$ cat src/rtl/uart_rx_input.sv
// uart_rx_input: 8N1 UART receiver with a one-deep, valid/acknowledge output buffer.
//
// Serial bytes on i_uart_rx are synchronised, deframed LSB-first and handed to a slow
// consumer through o_valid/o_data. The consumer pulses i_rd once it has taken the byte.
//
// Ports:
//   i_clk        system clock (16 MHz pin clock)
//   i_reset      synchronous, active-high reset
//   i_uart_rx    asynchronous serial input, idle high
//   i_rd         one-cycle acknowledge from the consumer
//   o_valid      o_data holds an unread byte
//   o_data       last accepted byte (bit0 = first data bit on the line)
//   o_frame_err  sticky: stop bit sampled low
//   o_overrun    sticky: byte completed while o_valid=1 and no i_rd
//   o_busy       receiver FSM is not idle
module uart_rx_input #(
    parameter logic [23:0] CLOCKS_PER_BAUD = 24'd138
) (
    input  logic       i_clk,
    input  logic       i_reset,
    input  logic       i_uart_rx,
    input  logic       i_rd,
    output logic       o_valid,
    output logic [7:0] o_data,
    output logic       o_frame_err,
    output logic       o_overrun,
    output logic       o_busy
);

    localparam logic [23:0] HalfM1 = (CLOCKS_PER_BAUD >> 1) - 24'd1;
    localparam logic [23:0] FullM1 = CLOCKS_PER_BAUD - 24'd1;

    typedef enum logic [2:0] {
        StIdle,
        StStart,
        StData,
        StStop,
        StBreak
    } state_e;

    state_e      state_q, state_d;
    logic [23:0] cnt_q, cnt_d;
    logic [2:0]  bitcnt_q, bitcnt_d;
    logic [7:0]  shift_q, shift_d;
    logic        deliver_q, deliver_d;
    logic        ferr_set;
    logic        rx_meta_q, rxs_q;

    // Two-flop synchroniser; resets to the idle (high) line level.
    always_ff @(posedge i_clk) begin
        if (i_reset) begin
            rx_meta_q <= 1'b1;
            rxs_q     <= 1'b1;
        end else begin
            rx_meta_q <= i_uart_rx;
            rxs_q     <= rx_meta_q;
        end
    end

    always_ff @(posedge i_clk) begin
        if (i_reset) begin
            state_q   <= StIdle;
            cnt_q     <= '0;
            bitcnt_q  <= '0;
            shift_q   <= '0;
            deliver_q <= 1'b0;
        end else begin
            state_q   <= state_d;
            cnt_q     <= cnt_d;
            bitcnt_q  <= bitcnt_d;
            shift_q   <= shift_d;
            deliver_q <= deliver_d;
        end
    end

    always_comb begin
        state_d   = state_q;
        cnt_d     = cnt_q;
        bitcnt_d  = bitcnt_q;
        shift_d   = shift_q;
        deliver_d = 1'b0;
        ferr_set  = 1'b0;
        unique case (state_q)
            StIdle: begin
                if (!rxs_q) begin
                    state_d = StStart;
                    // First sample lands mid start bit.
                    cnt_d   = HalfM1;
                end
            end
            StStart: begin
                cnt_d = cnt_q - 24'd1;
                if (cnt_q == '0) begin
                    if (!rxs_q) begin
                        state_d  = StData;
                        bitcnt_d = '0;
                        cnt_d    = FullM1;
                    end else begin
                        state_d = StIdle;  // glitch, not a start bit
                    end
                end
            end
            StData: begin
                cnt_d = cnt_q - 24'd1;
                if (cnt_q == '0) begin
                    shift_d = {rxs_q, shift_q[7:1]};
                    cnt_d   = FullM1;
                    if (bitcnt_q == 3'd7) begin
                        state_d = StStop;
                    end else begin
                        bitcnt_d = bitcnt_q + 3'd1;
                    end
                end
            end
            StStop: begin
                cnt_d = cnt_q - 24'd1;
                if (cnt_q == '0) begin
                    if (rxs_q) begin
                        deliver_d = 1'b1;
                        state_d   = StIdle;
                    end else begin
                        ferr_set = 1'b1;
                        state_d  = StBreak;
                    end
                end
            end
            StBreak: begin
                // A held-low line must return high before another start bit counts.
                if (rxs_q) begin
                    state_d = StIdle;
                end
            end
            default: begin
                state_d = StIdle;
            end
        endcase
    end

    // Output buffer and sticky flags. A set in the same cycle as i_rd wins.
    always_ff @(posedge i_clk) begin
        if (i_reset) begin
            o_valid     <= 1'b0;
            o_data      <= '0;
            o_frame_err <= 1'b0;
            o_overrun   <= 1'b0;
        end else begin
            if (deliver_q) begin
                if (!o_valid || i_rd) begin
                    o_data  <= shift_q;
                    o_valid <= 1'b1;
                end
            end else if (i_rd && o_valid) begin
                o_valid <= 1'b0;
            end

            if (ferr_set) begin
                o_frame_err <= 1'b1;
            end else if (i_rd) begin
                o_frame_err <= 1'b0;
            end

            if (deliver_q && o_valid && !i_rd) begin
                o_overrun <= 1'b1;
            end else if (i_rd) begin
                o_overrun <= 1'b0;
            end
        end
    end

    assign o_busy = (state_q != StIdle);

endmodule
$ cat config.mk
export PLATFORM = sky130hd
export DESIGN_NAME = uart_rx_input
export DESIGN_NICKNAME = d
export VERILOG_FILES = /design/src/rtl/uart_rx_input.sv
export SDC_FILE = /design/constraint.sdc
export NUM_CORES = 1
export LEC_CHECK = 0
export CAP_MARGIN = 20
export CORE_MARGIN = 2
export CORE_UTILIZATION = 35
export DETAILED_ROUTE_END_ITERATION = 8
export GPL_ROUTABILITY_DRIVEN = 0
export PLACE_DENSITY = 0.58
export RECOVER_POWER = 25
export SYNTH_ARGS = -nofsm -noshare
export SYNTH_HDL_FRONTEND = slang
export SYNTH_SLANG_ARGS = --single-unit
$ cat constraint.sdc
create_clock -name i_clk -period 4 [get_ports i_clk]
set_clock_uncertainty 0.15 [all_clocks]
set_input_delay 1.2 -clock i_clk [delete_from_list [all_inputs] [get_ports i_clk]]
set_output_delay 1.2 -clock i_clk [all_outputs]
set_load 0.03 [all_outputs]
==> flow_metrics.py <==
metrics = {
    "synthesis": {
        "yosys.area.top_type_share": 0.396,
        "synth_top_flop_cell": "dfxtp_1",
        "synthArstFlopShare": 0,
        "synth_area_leader_cell": "dfxtp_1",
        "synth_warnings": 0,
        "synth.distinct_cells": 56,
        "netlist_instances": 303,
        "ys_seq_area_frac": 0.396,
        "synth_edf_count": 0,
        "ys_ff_latch": 52,
        "netlist_area_um2": 2630,
        "synth_area_per_cell_um2": 8.67,
        "synthTopCellsByCount": "dfxtp_1 (52), nor2_1 (36), nand2_1 (26), mux2i_1 (19), nand3_1 (16)",
        "synth_nets": 311,
        "yosysMostFrequentCell": "dfxtp_1",
        "synth_area_leaders": "dfxtp_1 (40%), mux2i_1 (7.2%), nor2_1 (5.1%)",
    },
    "placement": {
        "dpl.hpwl_um": 4430,
        "port_buffers": 15,
        "dp.cells": 406,
    },
    "floorplan": {
        "die_h_um": 90.6,
        "die_area_um2": 8210,
        "core_area_um2": 7250,
        "start_util": 0.362,
        "die_w_um": 90.6,
        "num_io_pins": 16,
        "rows": 31,
    },
    "critical_path": {
        "cp_max_fo": 11,
        "crit_type": "register to output pin",
        "arrival_ns": 1.76,
        "end_kind": "output pin",
        "critPathLaunchType": "register",
        "worstPathRequired_ns": 2.65,
    },
    "route": {
        "drt_first_iter_violations": 144,
        "drc_errors": 0,
        "first_pass_iters": 4,
        "routedWlPerCell_um": 15.2,
        "vias": 2276,
        "ant_nets": 0,
        "via_per_inst": 5.50,
        "routed_wl_um": 6310,
    },
    "sta": {
        "worst_slew_pin_slew_ns": 0.819,
        "drv_slew": 0,
        "min_period_ns": 3.11,
        "setup_viol": 0,
        "hold_ws_ns": 0.271,
        "rsz0062_at_grt": "false",
        "setup_tns_ns": 0,
        "max_slew_margin": 0.453,
        "finalCritPeriodShare": 0.778,
        "fmax_ghz": 0.321,
        "finalHoldViolations": 0,
    },
    "power": {
        "p_switching_mw": 0.708,
        "switching_share": 0.433,
        "pwr-share-comb": 0.410,
        "p_clk_frac": 0.199,
        "pwr-share-seq": 0.391,
        "leakage_nw": 1.14,
        "p_int_mw": 0.928,
        "ir_drop_uv": 188,
        "totalPowerFinal_mw": 1.64,
        "power_density_nw_per_um2": 552,
    },
    "clocking": {
        "hold_buffers": 0,
        "cts_made_buffers": 5,
        "cts_setup_buffers": 0,
        "cts_sinks": 52,
        "cts_resized": 0,
        "clock_path_buffers": 2,
        "clk_pin_slew_ns": 0.11,
        "clock_latency_ns": 0.31,
        "cts_root_buffer": "clkbuf_8",
        "cts_max_level": 2,
        "cts_tree": "built",
    },
    "finish": {
        "nNetsFinal": 322,
        "antennaDiodeCount": 0,
        "area_delta_synth_final_pct": 12.8,
        "utilization": 0.408,
        "final_cells": 414,
        "drive_above_1_share": 0.0921,
    },
    "global_route": {
        "grt_pass1_vias": 2204,
        "grt.total_usage": 0.158,
        "grt_start_max_net_pins": 36,
        "grt_antenna_before_repair": 0,
        "grt_pass1_wl_um": 10800,
        "overflow": 0,
    },
    "run_status": {
        "outcome": "completed",
    },
    "flow_run": {
        "drv_cap": 0,
    },
    "hold_path": {
        "hp-class": "register to register",
    },
}
==> cells in the final DEF, fill, tap and decap left out, types with 4 or more instances in the layout <==
cell | synthesis | final
nand2b_1 | 5 | 5
inv_1 | 8 | 8
a31oi_1 | 12 | 12
nand4_1 | 10 | 10
ha_1 | 4 | 4
nor3_1 | 11 | 11
clkbuf_8 | 0 | 5
a41oi_1 | 4 | 4
o21ai_0 | 6 | 7
a21oi_1 | 11 | 11
mux2i_1 | 19 | 19
buf_4 | 0 | 6
clkdlybuf4s50_1 | 0 | 13
dfxtp_1 | 52 | 52
nor2_1 | 36 | 36
nand3_1 | 16 | 16
nand2_1 | 26 | 26
or2_2 | 4 | 4
==> metrics by stage <==
| step | worst slack, ns | cell area (um2) |
|---|---|---|
| 4_1_cts | 0.885 | 2970 |
| 5_1_grt | 0.823 | 2960 |
| 2_1_floorplan | 1.48 | 2630 |
| 3_3_place_gp | 0.845 | 2870 |
| 3_5_place_dp | 0.816 | 2870 |
| 6_report | 0.889 | 2960 |
==> critical path: stages, from the launching register on <==
cell             delay (ns)
dfxtp_1                0.44
or3_1                  0.41
clkdlybuf4s50_1        0.60
==> power groups by stage <==
| stage | sequential, mW | clock (mW) | combinational [mW] |
|---|---|---|---|
| global placement | 0.651 | 0 | 0.661 |
| detailed placement | 0.652 | 0 | 0.669 |
| global route | 0.650 | 0.355 | 0.751 |
| finish | 0.640 | 0.326 | 0.670 |
| CTS | 0.640 | 0.338 | 0.672 |
| floorplan | 0.617 | 0 | 0.555 |
==> cells by family after synthesis <==
logic type / count (synthesis) / share of synthesized area
adders and majority gates: 4 / 0.0191
buffers and inverters: 26 / 0.0429
and+or+nand+nor: 137 / 0.295
AOI/OAI and AO/OA: 62 / 0.164
xor gates and xnor gates: 3 / 0.0100
DFF: 52 / 0.396
muxes: 19 / 0.0724
==> state kept, by name (all words and copies together), names as in the netlist <==
name and count:
rx_meta_q 1, bitcnt_q 3, o_valid 1, state_q 3
o_overrun 1, cnt_q 24, shift_q 8, deliver_q 1
rxs_q 1, o_data 8, o_frame_err 1
==> final timing paths <==
check	from	slack (ns)	cells after the start	endpoint
setup / recovery	state_q[0]	0.89	2	o_busy
setup reg to reg	cnt_q[0]	1.21	7	cnt_q[10]
hold reg to reg	rx_meta_q	0.27	1	rxs_q
hold / removal	rx_meta_q	0.27	1	rxs_q
==> final cells by class <==
class	count	area, um2
inverter	8	30.0
multi-input combinational	225	1470
sequential	52	1040
fill	752	4290
timing repair buffer	22	199
clock buffer	5	68.8
tap	99	124
clock inverter	3	26.3
==> metal layers <==
layer  global-route usage  wire, um  vias to the layer above
met4               0.0397        74                        0
li1                     -         -                     1148
met5                    0         0                        -
met1                0.221      3140                     1068
met3               0.0259       301                        8
met2                0.252      2790                       52
Note: power is estimated with default switching activity, not from simulation.
